[config.mk]
export PLATFORM = sky130hd
export DESIGN_NAME = pipe_hazard_ctrl
export DESIGN_NICKNAME = d
export VERILOG_FILES = /design/src/rtl/pipe_hazard_ctrl.sv
export SDC_FILE = /design/constraint.sdc
export NUM_CORES = 1
export LEC_CHECK = 0
export ABC_AREA = 1
export CORE_UTILIZATION = 40
export CTS_BUF_LIST = sky130_fd_sc_hd__clkbuf_4 sky130_fd_sc_hd__clkbuf_8
export CTS_CLUSTER_SIZE = 16
export DETAILED_ROUTE_END_ITERATION = 10
export HOLD_SLACK_MARGIN = 0.12
export PLACE_DENSITY = 0.66
export SYNTH_ARGS = -nofsm -noshare
export SYNTH_HDL_FRONTEND = slang
export SYNTH_SLANG_ARGS = --single-unit
[constraint.sdc]
create_clock -name clk -period 4.6 [get_ports clk]
set_input_delay 0.69 -clock clk [delete_from_list [all_inputs] [get_ports clk]]
set_output_delay 0.69 -clock clk [all_outputs]
set_load 0.005 [all_outputs]
[src/rtl/pipe_hazard_ctrl.sv]
// Hazard and stall sequencer for the 5-stage pipe:
// load-use, multi-cycle divide, branch flush and memory wait.
module pipe_hazard_ctrl #(
  parameter int DIV_CYCLES = 32,
  parameter int CNT_W      = 6
) (
  input  logic        clk,
  input  logic        rst_n,
  input  logic [4:0]  id_rs1_raddr_i,
  input  logic        id_rs1_re_i,
  input  logic [4:0]  id_rs2_raddr_i,
  input  logic        id_rs2_re_i,
  input  logic [4:0]  ex_reg_waddr_i,
  input  logic        ex_mem_re_i,
  input  logic        ex_div_start_i,
  input  logic        ex_branch_taken_i,
  input  logic        mem_wait_i,
  output logic        pc_stall_o,
  output logic        if_id_stall_o,
  output logic        if_id_flush_o,
  output logic        id_ex_stall_o,
  output logic        id_ex_flush_o,
  output logic        ex_mem_stall_o,
  output logic        div_busy_o,
  output logic        div_done_o,
  output logic [31:0] stall_cnt_o
);

  typedef enum logic [0:0] {
    IDLE = 1'b0,
    DIV  = 1'b1
  } state_t;

  localparam logic [CNT_W-1:0] CNT_INIT =
    CNT_W'(DIV_CYCLES - 2);
  localparam logic [CNT_W-1:0] CNT_ONE =
    CNT_W'(1);

  state_t           state;
  logic [CNT_W-1:0] cnt;
  logic             busy_q;
  logic [31:0]      stall_cnt;

  logic rs1_hit;
  logic rs2_hit;
  logic load_use;
  logic cnt_zero;
  logic in_div;
  logic in_idle;

  // mutually exclusive selects, highest priority first
  logic sel_mw;
  logic sel_div_run;
  logic sel_div_done;
  logic sel_start;
  logic sel_branch;
  logic sel_lu;

  assign rs1_hit = id_rs1_re_i &
                   (id_rs1_raddr_i == ex_reg_waddr_i);
  assign rs2_hit = id_rs2_re_i &
                   (id_rs2_raddr_i == ex_reg_waddr_i);
  assign load_use = ex_mem_re_i &
                    (ex_reg_waddr_i != 5'd0) &
                    (rs1_hit | rs2_hit);

  assign cnt_zero = (cnt == '0);
  assign in_div   = (state == DIV);
  assign in_idle  = (state == IDLE);

  assign sel_mw = rst_n & mem_wait_i;

  assign sel_div_run = rst_n & ~mem_wait_i &
                       in_div & ~cnt_zero;

  assign sel_div_done = rst_n & ~mem_wait_i &
                        in_div & cnt_zero;

  assign sel_start = rst_n & ~mem_wait_i &
                     in_idle & ex_div_start_i;

  assign sel_branch = rst_n & ~mem_wait_i &
                      in_idle & ~ex_div_start_i &
                      ex_branch_taken_i;

  assign sel_lu = rst_n & ~mem_wait_i &
                  in_idle & ~ex_div_start_i &
                  ~ex_branch_taken_i & load_use;

  always_comb begin
    pc_stall_o     = 1'b0;
    if_id_stall_o  = 1'b0;
    if_id_flush_o  = 1'b0;
    id_ex_stall_o  = 1'b0;
    id_ex_flush_o  = 1'b0;
    ex_mem_stall_o = 1'b0;
    div_done_o     = 1'b0;
    unique case (1'b1)
      sel_mw, sel_div_run, sel_start: begin
        pc_stall_o     = 1'b1;
        if_id_stall_o  = 1'b1;
        id_ex_stall_o  = 1'b1;
        ex_mem_stall_o = 1'b1;
      end
      sel_div_done: begin
        div_done_o = 1'b1;
      end
      sel_branch: begin
        if_id_flush_o = 1'b1;
        id_ex_flush_o = 1'b1;
      end
      sel_lu: begin
        pc_stall_o    = 1'b1;
        if_id_stall_o = 1'b1;
        id_ex_flush_o = 1'b1;
      end
      default: begin
      end
    endcase
  end

  // counter keeps running under mem_wait; only the exit waits
  always_ff @(posedge clk or negedge rst_n) begin
    if (!rst_n) begin
      state  <= IDLE;
      cnt    <= '0;
      busy_q <= 1'b0;
    end else begin
      unique case (state)
        IDLE: begin
          if (ex_div_start_i && !mem_wait_i) begin
            state  <= DIV;
            cnt    <= CNT_INIT;
            busy_q <= 1'b1;
          end
        end
        DIV: begin
          if (!cnt_zero) begin
            cnt <= cnt - CNT_ONE;
          end else if (!mem_wait_i) begin
            state  <= IDLE;
            busy_q <= 1'b0;
          end
        end
        default: begin
          state  <= IDLE;
          busy_q <= 1'b0;
        end
      endcase
    end
  end

  assign div_busy_o = busy_q & rst_n;

  always_ff @(posedge clk or negedge rst_n) begin
    if (!rst_n) begin
      stall_cnt <= '0;
    end else if (pc_stall_o && (stall_cnt != '1)) begin
      stall_cnt <= stall_cnt + 32'd1;
    end
  end

  assign stall_cnt_o = stall_cnt;

endmodule

**Word-level counts from Yosys, hierarchy flattened**

Index checks and enable logic that the tools add are counted.
W data, S select, Z words.

- Add/subtract/negate cells: 2
- Multipliers: 0
- Divide/modulo/power cells: 0
- $lt $le $gt $ge: 0
- Equality and inequality tests: 7
- Shift-type cells: 0
- Mux-type cells: 16
- Bitwise logic cells: 22
- Reductions and logical operators: 10

Operator list:

| kind | number |
|---|---|
| $add A32 B1 Y32 const B | 1 |
| $ne A32 B32 Y1 const B | 1 |
| $and A1 B1 Y1 | 16 |
| $mux W6 | 2 |
| $pmux W6 S2 | 1 |
| $mux W1 | 11 |
| $eq A5 B5 Y1 | 2 |
| $logic_not A6 Y1 | 1 |
| $sub A6 B1 Y6 const B | 1 |
| $not A1 Y1 | 5 |
| $reduce_bool A5 Y1 | 1 |
| $ne A2 B1 Y1 const B | 2 |
| $ne A2 B2 Y1 const B | 2 |
| $pmux W1 S2 | 2 |
| $reduce_or A4 Y1 | 1 |
| $reduce_and A3 Y1 | 1 |
| $reduce_or A3 Y1 | 1 |
| $logic_and A1 B1 Y1 | 2 |
| $reduce_and A2 Y1 | 1 |
| $reduce_or A2 Y1 | 1 |
| $logic_not A1 Y1 | 1 |
| $or A1 B1 Y1 | 1 |

- Flip-flop bits (word level): 40
- Latch bits: 0
- Bits in writable memories: 0
- Bits in read-only memories: 0
- Input port bits: 23
- Output and inout bits: 40
- Logic and storage cells: 61
- Memories kept: 0

**Logic depth before layout (Yosys ltp)**

Gate-level depths: netlist (run 1).

- Depth after elaboration: 9
- Mapped depth: 12
- Gate-level depth less buffers: 11

**Worst setup path after synthesis (run 1)**

No wires, ideal clock.

- Path kind: input -> output
- From: in mem_wait_i
- To: out pc_stall_o
- Arrival: 1608 ps
- Required time: 3910 ps
- Slack: 2302 ps
- Cell stages on the path: 7
- Path buffers: 2
- Cell sequence: nor3_1 nand4_1 nor2_1 nand2_1 nand2_2 buf_2 buf_4

- Longest elaborated chain between the ends: 8
- Elaborated cells on any way between the ends: 12
- Classes of those cells: mux (1); bitwise (10); reduce/logical (1)

RTL lines:

| what | RTL line | RTL |
|---|---|---|
| start: declaration | 17 | `input logic mem_wait_i,` |
| $not A1 Y1 | 73, 79, 86 |  |
| $and A1 B1 Y1 | 73, 79, 86 |  |
| $and A1 B1 Y1 | 79, 86 |  |
| $and A1 B1 Y1 (2 in a row) | 87 | `in_idle & ~ex_div_start_i &` |
| $and A1 B1 Y1 | 88 | `~ex_branch_taken_i & load_use;` |
| $reduce_or A4 Y1 (no line) (*) | - |  |
| $mux W1 (*) | - |  |
| end: declaration | 18 | `output logic pc_stall_o,` |

Mark *: on every way between the ends. The rest lies on a longest branch, timed or not.

**Worst setup path in the final report (run 1)**

- From: in mem_wait_i
- To: out id_ex_flush_o

- Longest elaborated chain between the ends: 8
- Elaborated cells on any way between the ends: 9
- Classes of those cells: mux (1); bitwise (7); reduce/logical (1)

RTL lines:

| what | RTL line | RTL |
|---|---|---|
| $not A1 Y1 (*) | 82, 86 |  |
| $and A1 B1 Y1 (*) (2 in a row) | 82, 86 |  |
| $and A1 B1 Y1 (*) | 83, 87 |  |
| $and A1 B1 Y1 | 87 |  |
| $and A1 B1 Y1 | 88 |  |
| $reduce_or A2 Y1 (no line) (*) | - |  |
| $mux W1 (*) | 98 | `unique case (1'b1)` |
| end: declaration | 22 | `output logic id_ex_flush_o,` |

Marked as above.

==> reports/qor_table.md, run 1 <==
| Result | This run | Unit |
|:---|:---|:---|
| Buffer depth of the longest clock path | 2 | - |
| GRT Total Usage | 22.5 | % |
| Power spent charging and discharging nets | 0.000364 | W |
| Gate family responsible for the most delay along the worst path | buffers and inverters | - |
| Depth of the worst register-to-register path | 9 | - |
| Via count | 3,018 | - |
| Largest incremental delay on the critical path | 530 | ps |
| Critical Path Most Common Cell | clkdlybuf4s50_1 | - |
| Sequential share of power | 42.9 | % |
| Die outline area | 0.00761 | sq mm |
| Number of synthesis warnings | 0 | - |
| Power per Cell Area | 292 | mW/mm^2 |
| Slowest stage cell, crit path | clkdlybuf4s50_1 | - |
| Clk sink count | 40 | - |
| Grt ovf | 0 | - |
| CTS Buf Count | 5 | - |
| Switching Share | 33.8 | % |
| CTS tree | yes | - |
| Layout Area Growth over Synthesis | 27.0 | % |
| Internal Dissipation | 0.000712 | W |
| Start of the worst register-to-register path | stall_cnt_o[0]$_DFFE_PN0P_ | - |
| Area after detailed placement | 0.00358 | sq mm |
| Ratio of final minimum period to clock period | 67.2 | % |
| Max VDD drop | 0.214 | mV |
| Half-perimeter wire length of the detailed placement result | 5810 | um |
| Vertical die dimension | 87.2 | um |
| Average footprint of a synthesized cell | 6.41 | sq um |
| Routed length per placed instance | 12.7 | um |
| Maximum achievable frequency | 0.323 | GHz |
| Combinational group share of total power | 29.7 | % |
| CP Class | input pin to primary output | - |
| Ratio of routed vias to standard cells | 4.95 | - |
| Part of the Yosys area used for sequential elements | 34.5 | % |
| Number of buffers added to fix hold violations after cts | 0 | - |
| Residual DRC count | 0 | - |
| Worst min path class | input pin to asynchronous set/reset pin | - |
| Largest clock skew in the final design | 3.54 | ps |
| Endpoint type of the worst setup path | primary output | - |
| Post-synthesis cell area | 0.00291 | sq mm |
| Pleak | 1.75 | nW |
| Antenna Violating Nets Remaining | 0 | - |
| Maximum capacitance violations | 0 | - |
| Total number of nets in the final design | 539 | - |
| First-pass detailed-route iteration total | 4 | - |
| Yosys top cell by area | dfrtp_1 | - |
| Post-route design area | 0.00369 | sq mm |
| Core occupancy in the finished layout | 53.4 | % |
| Final critical path time including I/O delays and setup | 3090 | ps |
| Routability congestion estimate from global placement | 0.878 | - |
| Buf/Inv on CP | 2 | - |
| Actual transition at the worst max-transition pin | 546 | ps |
| Global-route wire length before repair | 13,200 | um |
| Die Wd | 87.2 | um |
| Number of storage elements in the synthesis netlist | 40 | - |
| H-tree depth reported by CTS | 2 | - |
| Worst path arrival time | 2400 | ps |
| Startpoint kind of the worst setup timing path | input pin | - |
| Clock Root Buffer | clkbuf_8 | - |
| Fraction of layout instances using a drive strength above 1 | 4.09 | % |
| Setup slack of the most critical reg-to-reg path | 2040 | ps |
| Share of power burned in the clock network | 27.4 | % |
| Antenna Diode Count | 0 | - |
| Crit-path cells | clkdlybuf4s50_1 -> nor3_1 -> nand4_1 -> nor2_1 -> nand2_1 -> o21ai_0 -> clkdlybuf4s50_1 | - |
| Initial core utilization | 42.1 | % |
| Result of the run | finished clean | - |
| Reg-to-reg critical path endpoint | stall_cnt_o[2]$_DFFE_PN0P_ | - |
| Slew Limit Fails | 0 | - |
| Net count of the mapped netlist | 479 | - |
| Post-Synthesis Cells | 453 | - |
| Highest net fanout along the worst path | 6 | - |
| Num rows | 30 | - |
| Drt total wl | 7740 | um |
| Post-CTS Setup Inserts | 0 | - |
| Biggest area contributors in the synthesized netlist | dfrtp_1 (34%), nand2_1 (26%), nor2_1 (8.1%) | - |
| Critical path data required time | 3910 | ps |
| # setup viols final | 0 | - |
| Maximum number of pins on one net before global-route repair | 43 | - |
| Reg clk slew, reported paths | 80 | ps |
| Relative slew slack | 63.6 | % |
| Setup_tns | 0 | ps |
| Placeable core region | 0.00691 | sq mm |
| Top Ports | 63 | - |
| Number of violations reported at the end of detailed-routing iteration 0 | 136 | - |
| Number of hold violations in the final report | 0 | - |
| I/O Buffers | 62 | - |
| Via count of the first global-routing pass | 2,847 | - |
| Later-pin clock latency in the skew report | 300 | ps |
| Area share of the largest cell type after synthesis | 34.5 | % |
| Number of instances resized during post-cts repair | 0 | - |
| Number of distinct standard cells referenced by the synthesized netlist | 27 | - |
| Initial antenna violation count | 0 | - |
| Worst Hold Slack | 466 | ps |
| Setup repair after global routing missed its margin | no | - |
==> cell usage in the layout (no fill, tap or decap), drive strengths merged <==
cell / count
bufinv: 1
o21ai: 6
nor4: 1
buf: 3
o31ai: 1
inv: 35
xor2: 11
nand2: 204
nand3b: 14
nor2: 67
clkbuf: 5
a21boi: 2
a22oi: 1
clkinvlp: 1
clkinv: 1
dfrtp: 40
nor3: 5
nor3b: 1
xnor2: 5
nand4: 6
ha: 3
nand3: 40
clkdlybuf4s50: 61
==> cell usage after synthesis (all sizes together) <==
| library cell | number |
|---|---|
| a22oi | 1 |
| nand3b | 14 |
| ha | 3 |
| o21ai | 6 |
| xor2 | 11 |
| dfrtp | 40 |
| inv | 35 |
| a21boi | 2 |
| nor4 | 1 |
| nor3 | 5 |
| xnor2 | 5 |
| buf | 11 |
| nor2 | 67 |
| o31ai | 1 |
| nand3 | 40 |
| nand2 | 204 |
| nand4 | 6 |
| nor3b | 1 |
==> worst max-delay path by stage <==
| stage | start | endpoint | slack, ps | depth (start not counted) |
|---|---|---|---|---|
| after global placement | mem_wait_i | if_id_stall_o | 1560 | 7 |
| after CTS | mem_wait_i | id_ex_flush_o | 1480 | 7 |
| after global routing | mem_wait_i | pc_stall_o | 1290 | 7 |
| after floorplan | mem_wait_i | pc_stall_o | 2300 | 7 |
| after detailed placement | mem_wait_i | id_ex_flush_o | 1480 | 7 |
| final | mem_wait_i | id_ex_flush_o | 1510 | 7 |
==> per-stage QoR <==
stage	total power [W]	setup slack, ps	std cells
global placement	0.000782	1560	602
global route	0.00115	1290	610
detailed placement	0.000790	1480	602
floorplan	0.000661	2300	453
finish	0.00108	1510	610
CTS	0.00109	1480	610
==> state kept, by name, indices dropped and copies added, names as in the netlist <==
name and cells:
stall_cnt_o 32, cnt 6, busy_q 1, in_div 1
==> worst register-to-register path, stage by stage (launching register included) <==
cell and delay, ps:
dfrtp_1 460, ha_1 320, nand3_2 180, nor2_4 190, nand2_2 90, nor2_4 130
nand4_4 440, nand2_4 510, nand2_1 120, nand2_1 80
==> power by group through the flow <==
stage	clock, W	combinational (W)	sequential (W)
finish	0.000295	0.000319	0.000461
global route	0.000317	0.000366	0.000471
CTS	0.000303	0.000323	0.000461
detailed placement	0	0.000323	0.000467
global placement	0	0.000315	0.000467
floorplan	0	0.000202	0.000459
==> metal layers <==
| metal | GRT usage, % | vias up | wire length [um] |
|---|---|---|---|
| li1 | - | 1536 | - |
| met1 | 30.1 | 1396 | 3710 |
| met3 | 3.60 | 8 | 411 |
| met4 | 8.64 | 0 | 123 |
| met2 | 36.4 | 78 | 3500 |
| met5 | 0 | - | 0 |
==> layout make-up <==
type,instances,area (sq um)
Inverter,35,131
Multi-Input combinational cell,367,1690
Clock inverter,3,42.5
Tap cell,96,120
Sequential cell,40,1000
Clock buffer,5,68.8
Fill cell,727,3220
Timing Repair Buffer,64,631
==> kinds of logic after synthesis <==
group / synth area share (%)
DFF: 34.5
adders and majority gates: 1.29
xor gates and xnor gates: 4.82
and+or+nand+nor: 50.1
AOI/OAI and AO/OA: 2.07
buffers and inverters: 7.24
Power figures use the tool's default switching activity.
==> inputs of run 2 (changes only) <==
PLACE_DENSITY = 0.69   (was 0.66)
clock period = 2.67 ns   (was 4.6 ns; I/O delays follow)
==> reports/qor_table.md, run 2 (same netlist as run 1, synthesis figures left out) <==
| Result | This run | Unit | Change |
|:---|:---|:---|:---|
| Top Ports | 63 | - | unchanged |
| Final critical path time including I/O delays and setup | 2480 | ps |  |
| Fraction of layout instances using a drive strength above 1 | 5.60 | % | +1.5 points |
| Grt ovf | 0 | - | unchanged |
| Routability congestion estimate from global placement | 0.896 | - | +2.1% |
| Area after detailed placement | 0.00360 | sq mm | +0.63% |
| Slew Limit Fails | 0 | - | unchanged |
| Number of flip-flops in the largest register | 32 | - | unchanged |
| Result of the run | finished clean | - |  |
| Later-pin clock latency in the skew report | 290 | ps | about the same |
| Startpoint kind of the worst setup timing path | flop | - |  |
| Actual transition at the worst max-transition pin | 422 | ps | -124 ps |
| Layout Area Growth over Synthesis | 28.1 | % |  |
| Most frequent standard cell in the layout excluding fill and tap cells | nand2_1 | - |  |
| GRT Total Usage | 22.2 | % | -0.32 points |
| Critical path data required time | 2270 | ps | -1640 ps |
| CTS tree | yes | - |  |
| Die Wd | 87.2 | um | unchanged |
| Antenna Violating Nets Remaining | 0 | - | unchanged |
| Worst path arrival time | 2080 | ps | -320 ps |
| Maximum number of pins on one net before global-route repair | 35 | - | -19% |
| Initial core utilization | 42.1 | % | unchanged |
| Pleak | 1.76 | nW | +0.98% |
| CTS Buf Count | 5 | - | unchanged |
| Maximum capacitance violations | 0 | - | unchanged |
| Clk sink count | 40 | - | unchanged |
| Setup_tns | 0 | ps | unchanged |
| Initial antenna violation count | 0 | - | unchanged |
| H-tree depth reported by CTS | 2 | - | unchanged |
| Total number of nets in the final design | 543 | - | +0.74% |
| Relative slew slack | 71.6 | % | +8.0 points |
| First-pass detailed-route iteration total | 5 | - | +1 |
| Drt total wl | 7700 | um | -0.52% |
| Highest net fanout along the worst path | 5 | - | -1 |
| Largest clock skew in the final design | 3.47 | ps | -0.0731 ps |
| Via count | 2,982 | - | -1.2% |
| I/O Buffers | 62 | - | unchanged |
| Power per Cell Area | 483 | mW/mm^2 | +66% |
| Post-route design area | 0.00372 | sq mm | +0.88% |
| Num rows | 30 | - | unchanged |
| Ratio of final minimum period to clock period | 92.9 | % |  |
| Placeable core region | 0.00691 | sq mm | unchanged |
| Most frequent cells in the layout | nand2_1 (199), nor2_1 (63), clkdlybuf4s50_1 (61) | - |  |
| Ratio of routed vias to standard cells | 4.86 | - | -1.8% |
| Routed length per placed instance | 12.5 | um | -1.2% |
| Number of hold violations in the final report | 0 | - | unchanged |
| Via count of the first global-routing pass | 2,787 | - | -2.1% |
| CP Class | flop to primary output | - |  |
| Number of violations reported at the end of detailed-routing iteration 0 | 128 | - | -5.9% |
| Worst min path class | input pin to asynchronous set/reset pin | - |  |
| Half-perimeter wire length of the detailed placement result | 5920 | um | +1.9% |
| # setup viols final | 0 | - | unchanged |
| Max VDD drop | 0.250 | mV | +17% |
| Clock Root Buffer | clkbuf_8 | - |  |
| Maximum achievable frequency | 0.403 | GHz |  |
| Vertical die dimension | 87.2 | um | unchanged |
| Die outline area | 0.00761 | sq mm | unchanged |
| Reg clk slew, reported paths | 80 | ps | about the same |
| Endpoint type of the worst setup path | primary output | - |  |
| Post-CTS Setup Inserts | 0 | - | unchanged |
| Buffer depth of the longest clock path | 2 | - | unchanged |
| Antenna Diode Count | 0 | - | unchanged |
| Setup repair after global routing missed its margin | no | - |  |
| Global-route wire length before repair | 13,000 | um | -1.1% |
| Residual DRC count | 0 | - | unchanged |
==> run 2: cell count changes in the layout (fill, tap and decap cells not counted), moves of 2 or more <==
cell	previous run	this run
buf_4	2	5
clkbuf_4	0	2
nand2_1	201	199
nand2_2	2	4
==> run 2: critical path: stages (launching register included) <==
cell,delay [ps]
dfrtp_1,360
inv_1,120
ha_1,170
nand3_1,140
nand2_1,130
nand2_2,90
o21ai_2,190
nand2_2,90
clkdlybuf4s50_1,500
==> run 2: path summary, 6_finish.rpt <==
path	from	end	slack (ps)	depth (start not counted)
setup / recovery	cnt[1]$_DFFE_PN0P_	pc_stall_o	190	8
hold / removal	rst_n	cnt[5]$_DFFE_PN0P_	130	2
setup reg to reg	cnt[1]$_DFFE_PN0P_	stall_cnt_o[2]$_DFFE_PN0P_	540	11
hold reg to reg	cnt[5]$_DFFE_PN0P_	cnt[5]$_DFFE_PN0P_	540	2
max in group asynchronous	rst_n	in_div$_DFF_PN0_	2070	2
min in group clk	cnt[5]$_DFFE_PN0P_	cnt[5]$_DFFE_PN0P_	540	2
==> run 2: layer usage <==
metal | GRT usage, % | up-vias | wire [um]
li1 | - | 1539 | -
met1 | 29.9 | 1358 | 3690
met2 | 37.3 | 79 | 3480
met3 | 3.89 | 6 | 456
met4 | 4.47 | 0 | 71
met5 | 0 | - | 0
==> run 2: where the power goes <==
part / switching, W / total, W / internal (W)
clock: 0.000211 / 0.000442 / 0.000231
combinational: 0.000303 / 0.000559 / 0.000256
sequential: 0.0000961 / 0.000796 / 0.000700
==> run 2: what timing repair did <==
item / 4_1_cts / 5_1_grt
endpoints found under the hold margin: 1 / 0
setup endpoints to repair: 0 / 4
gates resized for setup: 0 / 5
hold buffers: 1 / 0
==> run 2: through the flow <==
step	setup slack [ps]	hold slack [ps]	util (%)	std cells	power (W)
after floorplan	754	105	-	453	0.00114
after global placement	153	213	52.1	605	0.00134
final	190	130	53.9	614	0.00180
after global routing	34.4	144	53.9	614	0.00195
after detailed placement	110	210	52.1	605	0.00136
after CTS	97.6	135	53.7	614	0.00181
==> run 2: final cells by class <==
class	instances	area [sq um]
multi-input cells	367	1710
fillers	712	3190
clock buffers	8	97.6
flip-flops and latches	40	1000
repair buffers	68	663
inverters	35	131
well taps	96	120
==> inputs of run 3 (changes only) <==
PLACE_DENSITY = 0.66   (was 0.69)
clock period = 3.16 ns   (was 2.67 ns; I/O delays follow)
==> reports/qor_table.md, run 3 (same netlist as run 1, synthesis figures left out) <==
| Result | This run | Unit | Change |
|:---|:---|:---|:---|
| Number of buffers added to fix hold violations after cts | 1 | - | unchanged |
| CTS Buf Count | 5 | - | unchanged |
| Post-CTS Setup Inserts | 0 | - | unchanged |
| Pleak | 1.75 | nW | -0.68% |
| Worst Hold Slack | 531 | ps | +400 ps |
| Vertical die dimension | 87.2 | um | unchanged |
| First-pass detailed-route iteration total | 4 | - | -1 |
| Power per Cell Area | 405 | mW/mm^2 | -16% |
| Global-route wire length before repair | 13,400 | um | +2.6% |
| Internal Dissipation | 0.000978 | W | -18% |
| CTS tree | yes | - |  |
| Drt total wl | 7600 | um | -1.3% |
| Total power after layout | 0.00149 | W | -17% |
| Fill cell total of the finished layout | 701 | - | -1.5% |
| Startpoint kind of the worst setup timing path | input pin | - |  |
| Switching Share | 34.5 | % | +0.53 points |
| Routed length per placed instance | 12.4 | um | -0.96% |
| Final critical path time including I/O delays and setup | 2870 | ps |  |
| I/O Buffers | 62 | - | unchanged |
| Ratio of routed vias to standard cells | 4.86 | - | about the same |
| Combinational group share of total power | 31.0 | % | about the same |
| Die outline area | 0.00761 | sq mm | unchanged |
| Ratio of final minimum period to clock period | 90.8 | % |  |
| Count of cells along the worst hold path | 2 | - |  |
| Initial antenna violation count | 0 | - | unchanged |
| Number of violations reported at the end of detailed-routing iteration 0 | 138 | - | +7.8% |
| Depth of the worst register-to-register path | 9 | - | -2 |
| Highest net fanout along the worst path | 8 | - | +3 |
| Reg clk slew, reported paths | 80 | ps | about the same |
| Later-pin clock latency in the skew report | 290 | ps | about the same |
| Clk sink count | 40 | - | unchanged |
| Max VDD drop | 0.309 | mV | +24% |
| Buffer depth of the longest clock path | 2 | - | unchanged |
| Hold Path End | cnt[5]$_DFFE_PN0P_ | - |  |
| Num rows | 30 | - | unchanged |
| Start of the worst register-to-register path | stall_cnt_o[0]$_DFFE_PN0P_ | - |  |
| Maximum number of pins on one net before global-route repair | 37 | - | +5.7% |
| Clock Root Buffer | clkbuf_8 | - |  |
| Share of power burned in the clock network | 24.2 | % | -0.4 points |
| Via count of the first global-routing pass | 2,833 | - | +1.7% |
| Actual transition at the worst max-transition pin | 471 | ps | +48.6 ps |
| Power spent charging and discharging nets | 0.000515 | W | -16% |
| Result of the run | finished clean | - |  |
| Total number of nets in the final design | 541 | - | -0.37% |
| Number of hold violations in the final report | 0 | - | unchanged |
| Grt ovf | 0 | - | unchanged |
| Most frequent standard cell in the layout excluding fill and tap cells | nand2_1 | - |  |
| Via count | 2,972 | - | -0.34% |
| Relative slew slack | 68.6 | % | -3.0 points |
| Worst path arrival time | 2400 | ps | +320 ps |
| Reg-to-reg critical path endpoint | stall_cnt_o[30]$_DFFE_PN0P_ | - |  |
| Setup slack of the most critical reg-to-reg path | 910 | ps | +370 ps |
| Die Wd | 87.2 | um | unchanged |
| Most frequent cells in the layout | nand2_1 (201), nor2_1 (63), clkdlybuf4s50_1 (61) | - |  |
| GRT Total Usage | 22.5 | % | +0.40 points |
| Top Ports | 63 | - | unchanged |
| Initial core utilization | 42.1 | % | unchanged |
| Endpoint type of the worst setup path | primary output | - |  |
| Sequential share of power | 44.8 | % | +0.5 points |
| Number of flip-flops in the largest register | 32 | - | unchanged |
| Setup repair after global routing missed its margin | no | - |  |
| Worst min path class | flop to flop | - |  |
| Routability congestion estimate from global placement | 0.884 | - | -1.4% |
| Maximum achievable frequency | 0.348 | GHz |  |
| Fraction of layout instances using a drive strength above 1 | 4.26 | % | -1.3 points |
| Antenna Diode Count | 0 | - | unchanged |
| Placeable core region | 0.00691 | sq mm | unchanged |
| Residual DRC count | 0 | - | unchanged |
| Slew Limit Fails | 0 | - | unchanged |
| Largest clock skew in the final design | 3.43 | ps | -0.0395 ps |
| H-tree depth reported by CTS | 2 | - | unchanged |
| Number of instances resized during post-cts repair | 0 | - | unchanged |
| Maximum capacitance violations | 0 | - | unchanged |
| Critical path data required time | 2690 | ps | +420 ps |
| Antenna Violating Nets Remaining | 0 | - | unchanged |
| Beginning of the worst hold path | cnt[5]$_DFFE_PN0P_ | - |  |
| # setup viols final | 0 | - | unchanged |
| Layout Area Growth over Synthesis | 26.9 | % |  |
| Half-perimeter wire length of the detailed placement result | 5720 | um | -3.3% |
| CP Class | input pin to primary output | - |  |
| Setup_tns | 0 | ps | unchanged |
-- run 3: power by group through the flow --
stage | Sequential (W) | Clock [W] | Combinational (W)
6_report | 0.000669 | 0.000361 | 0.000463
5_1_grt | 0.000687 | 0.000398 | 0.000529
4_1_cts | 0.000670 | 0.000374 | 0.000467
3_5_place_dp | 0.000677 | 0 | 0.000465
3_3_place_gp | 0.000679 | 0 | 0.000456
2_1_floorplan | 0.000668 | 0 | 0.000294
-- run 3: worst max-delay path by stage --
stage	from	to
2_1_floorplan	cnt[0]$_DFFE_PN0P_	pc_stall_o
3_3_place_gp	mem_wait_i	id_ex_flush_o
3_5_place_dp	mem_wait_i	pc_stall_o
4_1_cts	rst_n	id_ex_flush_o
5_1_grt	rst_n	id_ex_flush_o
6_report	rst_n	pc_stall_o
-- run 3: stage by stage --
| stage | worst slack [ps] | instance area, sq um | instances | utilization, % |
|---|---|---|---|---|
| 6_report | 290 | 3690 | 612 | 53.4 |
| 5_1_grt | 85.8 | 3690 | 612 | 53.4 |
| 4_1_cts | 268 | 3690 | 612 | 53.4 |
| 3_3_place_gp | 560 | 3580 | 603 | 51.9 |
| 2_1_floorplan | 1170 | 2910 | 453 | - |
| 3_5_place_dp | 513 | 3580 | 603 | 51.9 |
-- run 3: final cells by class --
class	count	area (sq um)	share of cell area [%]
clock buffers	6	82.6	2.24
clock inverters	2	10.0	0.271
inverters	35	131	3.56
multi-input cells	367	1690	45.9
flip-flops and latches	40	1000	27.1
well taps	96	120	3.26
repair buffers	66	648	17.6
-- run 3: worst max-delay path, stage by stage --
cell	delay [ps]
dlygate4sd3_1	520
buf_2	200
inv_1	80
nor3_1	200
nand4_1	110
nor2_1	100
nand2_1	90
nand2_2	110
clkdlybuf4s50_1	510
-- run 3: per-layer routing --
layer | up-vias | GRT usage (%) | share of wire, %
li1 | 1546 | - | -
met2 | 77 | 35.4 | 44
met4 | 0 | 6.26 | 1.1
met1 | 1343 | 32.3 | 51
met3 | 6 | 3.32 | 3.9
met5 | - | 0 | 0
